**src/rtl/nios_pio_pkg.sv**
```systemverilog
// Shared register map and STATUS layout for the NIOS PIO data-out block.
package nios_pio_pkg;

    typedef enum logic [1:0] {
        ADDR_DATA    = 2'd0,
        ADDR_STATUS  = 2'd1,
        ADDR_CONTROL = 2'd2,
        ADDR_CLEAR   = 2'd3
    } reg_addr_e;

    localparam int unsigned STAT_EMPTY_BIT  = 0;
    localparam int unsigned STAT_FULL_BIT   = 1;
    localparam int unsigned STAT_OVF_BIT    = 2;
    localparam int unsigned STAT_COUNT_LSB  = 4;
    localparam int unsigned STAT_COUNT_W    = 5;

    localparam int unsigned CTRL_ENABLE_BIT = 0;

endpackage

```
**src/rtl/nios_sync_fifo.sv**
```systemverilog
// Single-clock FIFO with push/pop/flush; storage is not reset, only pointers.
module nios_sync_fifo #(
    parameter int unsigned DATA_W = 12,
    parameter int unsigned DEPTH  = 4
) (
    input  logic                     clk,
    input  logic                     reset,
    input  logic                     push,
    input  logic [DATA_W-1:0]        push_data,
    input  logic                     pop,
    input  logic                     flush,
    output logic [DATA_W-1:0]        head,
    output logic                     full,
    output logic                     empty,
    output logic [$clog2(DEPTH):0]   count
);

    localparam int unsigned PTR_W = $clog2(DEPTH);
    localparam int unsigned CNT_W = PTR_W + 1;

    logic [DATA_W-1:0] mem_q [DEPTH];
    logic [PTR_W-1:0]  wr_ptr_q, wr_ptr_d;
    logic [PTR_W-1:0]  rd_ptr_q, rd_ptr_d;
    logic [CNT_W-1:0]  count_q, count_d;
    logic              pop_acc;
    logic              push_acc;

    assign full  = (count_q == CNT_W'(DEPTH));
    assign empty = (count_q == '0);
    assign count = count_q;
    assign head  = mem_q[rd_ptr_q];

    // Next-state for pointers and occupancy; flush beats push, a full FIFO
    // still accepts a push when the head leaves on the same cycle.
    always_comb begin
        pop_acc  = pop && !empty;
        push_acc = push && !flush && (!full || pop_acc);
        wr_ptr_d = wr_ptr_q;
        rd_ptr_d = rd_ptr_q;
        count_d  = count_q;
        if (flush) begin
            wr_ptr_d = '0;
            rd_ptr_d = '0;
            count_d  = '0;
        end else begin
            if (push_acc) begin
                wr_ptr_d = wr_ptr_q + PTR_W'(1);
            end
            if (pop_acc) begin
                rd_ptr_d = rd_ptr_q + PTR_W'(1);
            end
            if (push_acc && !pop_acc) begin
                count_d = count_q + CNT_W'(1);
            end else if (pop_acc && !push_acc) begin
                count_d = count_q - CNT_W'(1);
            end
        end
    end

    // Pointer and count registers with synchronous reset.
    always_ff @(posedge clk) begin
        if (reset) begin
            wr_ptr_q <= '0;
            rd_ptr_q <= '0;
            count_q  <= '0;
        end else begin
            wr_ptr_q <= wr_ptr_d;
            rd_ptr_q <= rd_ptr_d;
            count_q  <= count_d;
        end
    end

    // Storage write port; contents deliberately survive reset.
    always_ff @(posedge clk) begin
        if (push_acc && !reset) begin
            mem_q[wr_ptr_q] <= push_data;
        end
    end

endmodule

```
**src/rtl/nios_data_out.sv**
```systemverilog
// Avalon-MM slave feeding a valid/ready output stream through a small FIFO.
module nios_data_out
    import nios_pio_pkg::*;
#(
    parameter int unsigned DATA_W = 12,
    parameter int unsigned DEPTH  = 4
) (
    input  logic              clk,
    input  logic              reset,
    input  logic [1:0]        address,
    input  logic              chipselect,
    input  logic              write_n,
    input  logic [31:0]       writedata,
    output logic [31:0]       readdata,
    output logic [DATA_W-1:0] out_data,
    output logic              out_valid,
    input  logic              out_ready
);

    localparam int unsigned CNT_W = $clog2(DEPTH) + 1;

    logic              enable_q, enable_d;
    logic              overflow_q, overflow_d;
    logic [DATA_W-1:0] last_sent_q, last_sent_d;
    logic [31:0]       readdata_q, readdata_d;

    logic              wr_en;
    logic              data_wr;
    logic              ctrl_wr;
    logic              clear_wr;
    logic              xfer;
    logic [DATA_W-1:0] fifo_head;
    logic              fifo_full;
    logic              fifo_empty;
    logic [CNT_W-1:0]  fifo_count;
    logic              unused_wdata;
    reg_addr_e         addr;

    assign unused_wdata = ^writedata;

    nios_sync_fifo #(
        .DATA_W (DATA_W),
        .DEPTH  (DEPTH)
    ) u_fifo (
        .clk       (clk),
        .reset     (reset),
        .push      (data_wr),
        .push_data (writedata[DATA_W-1:0]),
        .pop       (xfer),
        .flush     (clear_wr),
        .head      (fifo_head),
        .full      (fifo_full),
        .empty     (fifo_empty),
        .count     (fifo_count)
    );

    assign out_valid = enable_q && !fifo_empty;
    assign out_data  = fifo_empty ? '0 : fifo_head;
    assign readdata  = readdata_q;

    // Bus decode, handshake and next-state for the control registers.
    always_comb begin
        addr        = reg_addr_e'(address);
        wr_en       = chipselect && !write_n;
        data_wr     = wr_en && (addr == ADDR_DATA);
        ctrl_wr     = wr_en && (addr == ADDR_CONTROL);
        clear_wr    = wr_en && (addr == ADDR_CLEAR);
        xfer        = out_valid && out_ready;

        enable_d    = enable_q;
        overflow_d  = overflow_q;
        last_sent_d = last_sent_q;

        if (ctrl_wr) begin
            enable_d = writedata[CTRL_ENABLE_BIT];
        end
        if (xfer) begin
            last_sent_d = fifo_head;
        end
        if (clear_wr) begin
            overflow_d = 1'b0;
        end else if (data_wr && fifo_full && !xfer) begin
            overflow_d = 1'b1;
        end

        readdata_d = '0;
        case (addr)
            ADDR_DATA: begin
                readdata_d[DATA_W-1:0] = last_sent_q;
            end
            ADDR_STATUS: begin
                readdata_d[STAT_EMPTY_BIT]             = fifo_empty;
                readdata_d[STAT_FULL_BIT]              = fifo_full;
                readdata_d[STAT_OVF_BIT]               = overflow_q;
                readdata_d[STAT_COUNT_LSB +: CNT_W]    = fifo_count;
            end
            ADDR_CONTROL: begin
                readdata_d[CTRL_ENABLE_BIT] = enable_q;
            end
            default: begin
                readdata_d = '0;
            end
        endcase
    end

    // Register update with synchronous reset.
    always_ff @(posedge clk) begin
        if (reset) begin
            enable_q    <= 1'b0;
            overflow_q  <= 1'b0;
            last_sent_q <= '0;
            readdata_q  <= '0;
        end else begin
            enable_q    <= enable_d;
            overflow_q  <= overflow_d;
            last_sent_q <= last_sent_d;
            readdata_q  <= readdata_d;
        end
    end

endmodule

```
**config.mk**
```make
export PLATFORM = sky130hd
export DESIGN_NAME = nios_data_out
export DESIGN_NICKNAME = d
export VERILOG_FILES = /design/src/rtl/nios_pio_pkg.sv /design/src/rtl/nios_sync_fifo.sv /design/src/rtl/nios_data_out.sv
export SDC_FILE = /design/constraint.sdc
export NUM_CORES = 1
export LEC_CHECK = 0
export ABC_AREA = 1
export BUFFER_PORTS_ARGS = -buffer_cell sky130_fd_sc_hd__buf_2
export CAP_MARGIN = 20
export CORE_MARGIN = 2
export CORE_UTILIZATION = 42
export CTS_CLUSTER_SIZE = 14
export DETAILED_ROUTE_END_ITERATION = 8
export MAX_ROUTING_LAYER = met4
export PLACE_DENSITY_LB_ADDON = 0.15
export REMOVE_ABC_BUFFERS = 1
export SYNTH_ARGS = -nofsm -noshare
export SYNTH_HDL_FRONTEND = slang
export SYNTH_HIERARCHICAL = 1
export SYNTH_SLANG_ARGS = --single-unit
```
**constraint.sdc**
```tcl
create_clock -name clk -period 3.85 [get_ports clk]
set_input_delay 0.385 -clock clk [delete_from_list [all_inputs] [get_ports clk]]
set_output_delay 0.385 -clock clk [all_outputs]
set_load 0.01 [all_outputs]
```
==> results of run 1 <==
routing by layer:
metal	routed length (um)	global-route usage	up-vias	share of wire
met4	61	0.0435	0	0.0091
met1	3090	0.198	1090	0.46
met3	338	0.0435	5	0.050
met5	0	-	-	0
met2	3200	0.252	64	0.48
li1	-	-	1214	-
Yosys cell counts (5+ instances only):
library cell / count
nor2_1: 59
nand2_1: 24
a21oi_1: 19
dfxtp_1: 35
o22ai_1: 12
ha_1: 5
o21ai_1: 28
inv_1: 49
buf_4: 22
nand3_1: 14
edfxtp_1: 48
o21ai_0: 13
buf_2: 6
power breakdown:
group          switching (mW)  leakage (nW)  internal (mW)
clock network           0.339        0.0984          0.310
logic                  0.0555         0.781         0.0240
registers             0.00352         0.714          0.941
state kept, by name, summed over array words and instances, names as in the netlist, named ones only:
| name | count |
|---|---|
| u_fifo/wr_ptr_q | 2 |
| enable_q | 1 |
| u_fifo/count | 3 |
| u_fifo/mem_q | 48 |
| u_fifo/rd_ptr_q | 2 |
| readdata | 12 |
| overflow_q | 1 |
| last_sent_q | 12 |
logic make-up after synthesis:
logic type / after synthesis / synth area share
simple gates: 106 / 0.129
other cells: 1 / 0.00108
buf+inv: 83 / 0.122
compound gates: 72 / 0.108
flops: 83 / 0.614
fa+ha+maj: 6 / 0.0237
xor+xnor: 1 / 0.00251
cell type report:
cell class                 instances  area (um2)
clock buffer                       9         124
tap                              105         131
sequential                        83        2140
fill                             782        4210
inverter                          52         195
multi-input combinational        205         993
clock inverter                     7        82.6
timing repair buffer              49         260
worst max-delay path: stages (launching register included):
cell and delay, ns:
dfxtp_1 0.46, nor2_2 0.08, nand2_2 0.10, inv_1 0.23, inv_2 0.14, nand3_4 0.22
inv_1 0.23, inv_1 0.08, nand3_2 0.13, nand3_1 0.15, nor2_1 0.47, buf_4 0.28
worst min-delay path by stage:
stage,cells after the start,endpoint,startpoint
5_1_grt,1,u_fifo/mem_q[0][10]$_DFFE_PP_,writedata[10]
3_5_place_dp,2,readdata[10]$_SDFF_PP0_,last_sent_q[10]$_SDFFE_PP0P_
6_report,1,u_fifo/mem_q[1][10]$_DFFE_PP_,writedata[10]
2_1_floorplan,2,readdata[10]$_SDFF_PP0_,last_sent_q[10]$_SDFFE_PP0P_
4_1_cts,1,u_fifo/mem_q[0][10]$_DFFE_PP_,writedata[10]
3_3_place_gp,2,readdata[10]$_SDFF_PP0_,last_sent_q[10]$_SDFFE_PP0P_
stage by stage:
stage	hold slack, ns	instances	area, um2
after floorplan	0.416	340	3330
after global placement	0.425	494	3720
after detailed placement	0.432	494	3720
after CTS	0.232	510	3930
after global routing	0.222	510	3930
final	0.242	510	3930
==> impl_metrics.py, run 1 <==
metrics = {
    "clock_network": {
        "clockRootBuffer": "clkbuf_8",
        "clk_pin_slew_worst_paths_ns": 0.10,
        "clock_latency_ns": 0.35,
        "post_cts_resized": 0,
        "cts_buffer_depth": 2,
        "cts_buffers": 9,
        "cts_tree": "yes",
        "cts_sinks": 83,
        "cts_hold_buf": 0,
        "post_cts.repair.setup_buffers": 0,
        "h-tree-depth": 3,
    },
    "yosys": {
        "synth_top_area_share": 0.413,
        "yosys_warnings": 6,
        "synth-seq-cells": 83,
        "netlist_area_um2": 3490,
        "syn_inst": 352,
        "synth_area_per_cell_um2": 9.91,
        "synthArstFlopShare": 0,
        "yosysUniqueCellTypes": 24,
        "seq_area_frac_synth": 0.614,
        "synthTopCellsByArea": "edfxtp_1 (41%), dfxtp_1 (20%), nor2_1 (6.3%)",
        "synth_flop_cell": "edfxtp_1",
        "synth_edf_count": 48,
        "synth_top_area_cell": "edfxtp_1",
    },
    "global_routing": {
        "antenna_found_initial": 0,
        "grt_max_degree": 26,
        "grt_pass1_wl_mm": 10.4,
        "first_global_vias": 2082,
        "gr-total-overflow": 0,
        "track_usage": 0.158,
    },
    "timing": {
        "fin_ws_ns": 0.973,
        "rsz0062_at_grt": "no",
        "finalHoldViolations": 0,
        "fin_crit_sh": 0.747,
        "fin_worst_skew_ns": 0.0152,
        "finalSetupTns_ns": 0,
        "fmax_mhz": 348,
        "finalCriticalPeriod_ns": 2.88,
        "setup_viol": 0,
        "slew_headroom": 0.408,
        "worstMarginPinSlew_ns": 0.886,
        "slew_violations": 0,
    },
    "layout": {
        "final_common_cell": "nor2_1",
        "antenna_cells": 0,
        "finalNetCount": 445,
        "mostFrequentLayoutCells": "nor2_1 (59), inv_1 (49), edfxtp_1 (48), buf_2 (43), dfxtp_1 (35)",
        "final_layout_size_suffix_gt1_frac": 0.185,
        "layout.core_utilization": 0.483,
        "syn_to_final_growth_pct": 12.6,
    },
    "critical_path": {
        "endpoint_kind": "flop",
        "reg2reg_from": "u_fifo/count[0]$_SDFFE_PP0P_",
        "cp-endpoint": "u_fifo/mem_q[3][6]$_DFFE_PP_",
        "required_ns": 3.90,
        "critPathMaxFanout": 25,
        "r2r_slack_ns": 0.97,
        "r2r-end": "u_fifo/mem_q[3][6]$_DFFE_PP_",
        "startpoint": "u_fifo/count[0]$_SDFFE_PP0P_",
        "crit_type": "flop to flop",
        "cp_data_arrival_time_ns": 2.93,
        "startpoint_type": "flop",
        "ff2ff_path_depth": 11,
    },
    "floorplanning": {
        "die_w_um": 95.1,
        "start_util": 0.429,
        "die_area_um2": 9050,
        "die_h_um": 95.1,
        "core_region_area_um2": 8130,
        "rows": 33,
        "io_pins": 84,
    },
    "drt": {
        "drc_errors": 0,
        "wire_per_inst_um": 13.1,
        "ant_nets": 0,
        "drt-initial-drc-count": 76,
        "dr.pass1.iters": 4,
        "vias": 2373,
        "drt-total-wl_mm": 6.70,
        "vias_per_cell": 4.65,
    },
    "pwr": {
        "leakagePower_nw": 1.59,
        "power_density_nw_per_um2": 426,
        "finalPower_mw": 1.67,
        "peakVddDrop_v": 0.000278,
    },
    "flow_run": {
        "drv_cap": 0,
    },
    "worst_hold_path": {
        "hold_path.class": "input port to flop",
    },
    "outcome": {
        "status": "complete, no violations",
    },
    "placed_design": {
        "numPortBuffers": 43,
        "place_worst_setup_slack_ns": 0.929,
        "gp_congestion": 0.868,
        "hpwl_mm": 4.61,
    },
}
(Power assumes the default switching activity.)
==> run 2: changes to the inputs <==
==> constraint.sdc (replaced) <==
create_clock -name clk -period 2.5 [get_ports clk]
set_input_delay 0.25 -clock clk [delete_from_list [all_inputs] [get_ports clk]]
set_output_delay 0.25 -clock clk [all_outputs]
set_load 0.01 [all_outputs]
==> run 2 against run 1 <==
  * Register-to-register slack got worse by 0.64 ns
  * Via count grew 0.76%
  * Clock-buffer cell count unchanged
  * Combinational power increased by 61%
  * Critical endpoint is now out_data[4]
  * Largest cell class unchanged
  * Highest routed layer unchanged
==> impl_metrics.py, run 2 (synthesis gave the netlist of run 1 again) <==
metrics = {
    "outcome": {
        "status": "complete, no violations",
    },
    "clock_network": {
        "cts_buffers": 9,
        "clockRootBuffer": "clkbuf_8",
        "cts_hold_buf": 0,
        "cts_sinks": 83,
        "h-tree-depth": 3,
        "cts_tree": "yes",
        "clk_pin_slew_worst_paths_ns": 0.09,
        "post_cts.repair.setup_buffers": 0,
        "clock_latency_ns": 0.35,
        "post_cts_resized": 0,
        "cts_buffer_depth": 2,
    },
    "timing": {
        "slew_headroom": 0.653,
        "fin_worst_skew_ns": 0.0108,
        "setup_viol": 0,
        "rsz0062_at_grt": "no",
        "fmax_mhz": 441,
        "fin_ws_ns": 0.233,
        "finalSetupTns_ns": 0,
        "fin_crit_sh": 0.907,
        "worstMarginPinSlew_ns": 0.520,
        "slew_violations": 0,
        "finalCriticalPeriod_ns": 2.27,
        "finalHoldViolations": 0,
    },
    "floorplanning": {
        "die_h_um": 95.1,
        "io_pins": 84,
        "rows": 33,
        "start_util": 0.429,
        "core_region_area_um2": 8130,
        "die_area_um2": 9050,
        "die_w_um": 95.1,
    },
    "worst_hold_path": {
        "min_path_cells": 1,
        "min-delay-start": "writedata[9]",
        "min_to": "u_fifo/mem_q[0][9]$_DFFE_PP_",
        "hold_path.class": "input port to flop",
    },
    "layout": {
        "syn_to_final_growth_pct": 14.0,
        "final_layout_size_suffix_gt1_frac": 0.191,
        "antenna_cells": 0,
        "finalNetCount": 449,
        "largest_register_ffs": 48,
        "mostFrequentLayoutCells": "nor2_1 (59), inv_1 (49), edfxtp_1 (48), buf_2 (43), dfxtp_1 (35)",
        "top_register": "u_fifo/mem_q",
        "final_common_cell": "nor2_1",
    },
    "placed_design": {
        "gp_congestion": 0.878,
        "hpwl_mm": 4.55,
        "numPortBuffers": 43,
        "place_worst_setup_slack_ns": 0.226,
    },
    "drt": {
        "drt-total-wl_mm": 6.71,
        "highest_layer": "met4",
        "wl_met1_mm": 3.10,
        "drt-initial-drc-count": 95,
        "drc_errors": 0,
        "ant_nets": 0,
        "dr.pass1.iters": 4,
        "wire_per_inst_um": 13.1,
        "route.met2.wl_mm": 3.11,
        "vias": 2391,
        "vias_per_cell": 4.65,
        "dr_wl_met3_um": 358,
    },
    "pwr": {
        "peakVddDrop_v": 0.000339,
        "leakagePower_nw": 1.63,
        "power_density_nw_per_um2": 668,
    },
    "critical_path": {
        "crit_type": "flop to output port",
        "reg2reg_from": "u_fifo/count[2]$_SDFFE_PP0P_",
        "critPathMaxFanout": 14,
        "r2r-end": "u_fifo/count[2]$_SDFFE_PP0P_",
        "endpoint_kind": "output port",
        "r2r_slack_ns": 0.33,
        "cp_data_arrival_time_ns": 2.02,
        "required_ns": 2.25,
        "ff2ff_path_depth": 19,
        "startpoint_type": "flop",
    },
    "global_routing": {
        "grt_max_degree": 25,
        "first_global_vias": 2241,
        "gr-total-overflow": 0,
        "antenna_found_initial": 0,
        "track_usage": 0.165,
        "grt_pass1_wl_mm": 10.8,
    },
    "flow_run": {
        "drv_cap": 0,
    },
}
[run 2: cell count changes in the layout (fill, tap and decap cells not counted)]
cell / before / now
inv_8: 1 / 0
buf_4: 6 / 10
clkinvlp_4: 2 / 0
inv_6: 2 / 3
bufinv_16: 1 / 2
clkinv_1: 0 / 1
[run 2: per-stage QoR]
stage               instance area (um2)  std cells  hold WS (ns)  utilization  power (mW)
finish                             3980        514         0.108        0.489        2.66
floorplan                          3330        340         0.319            -        1.56
detailed placement                 3750        498         0.433        0.461        1.61
CTS                                3980        514        0.0969        0.489        2.68
global route                       3980        514         0.105        0.489        2.75
global placement                   3750        498         0.426        0.461        1.61
[run 2: layer usage]
metal	vias to the layer above	track usage
li1	1222	-
met1	1085	0.208
met2	73	0.262
met3	11	0.0285
met4	0	0.0725
met5	-	-
[run 2: power breakdown]
| part | internal, mW | switching, mW |
|---|---|---|
| Combinational | 0.0399 | 0.0880 |
| Sequential | 1.45 | 0.00423 |
| Clock | 0.572 | 0.504 |
| Total | 2.06 | 0.596 |
[run 2: how the worst max path moves through the flow]
stage,to,slack [ns],cells past startpoint
4_1_cts,out_data[6],0.19,6
6_report,out_data[4],0.23,6
5_1_grt,u_fifo/count[2]$_SDFFE_PP0P_,0.05,19
2_1_floorplan,u_fifo/mem_q[0][0]$_DFFE_PP_,0.09,10
3_5_place_dp,u_fifo/count[2]$_SDFFE_PP0P_,0.23,17
3_3_place_gp,u_fifo/count[2]$_SDFFE_PP0P_,0.26,17
[run 2: final cells by class]
class | count | area [um2]
well taps | 105 | 131
inverters | 52 | 195
fillers | 779 | 4160
flip-flops and latches | 83 | 2140
multi-input cells | 205 | 993
clock inverters | 7 | 98.8
clock buffers | 9 | 124
repair buffers | 53 | 290
[run 2: critical path, stage by stage (launching register included)]
cell and delay, ns:
dfxtp_1 0.65, buf_4 0.28, o21ai_1 0.08, o22ai_1 0.31, inv_1 0.07, nor2_1 0.12, buf_2 0.15
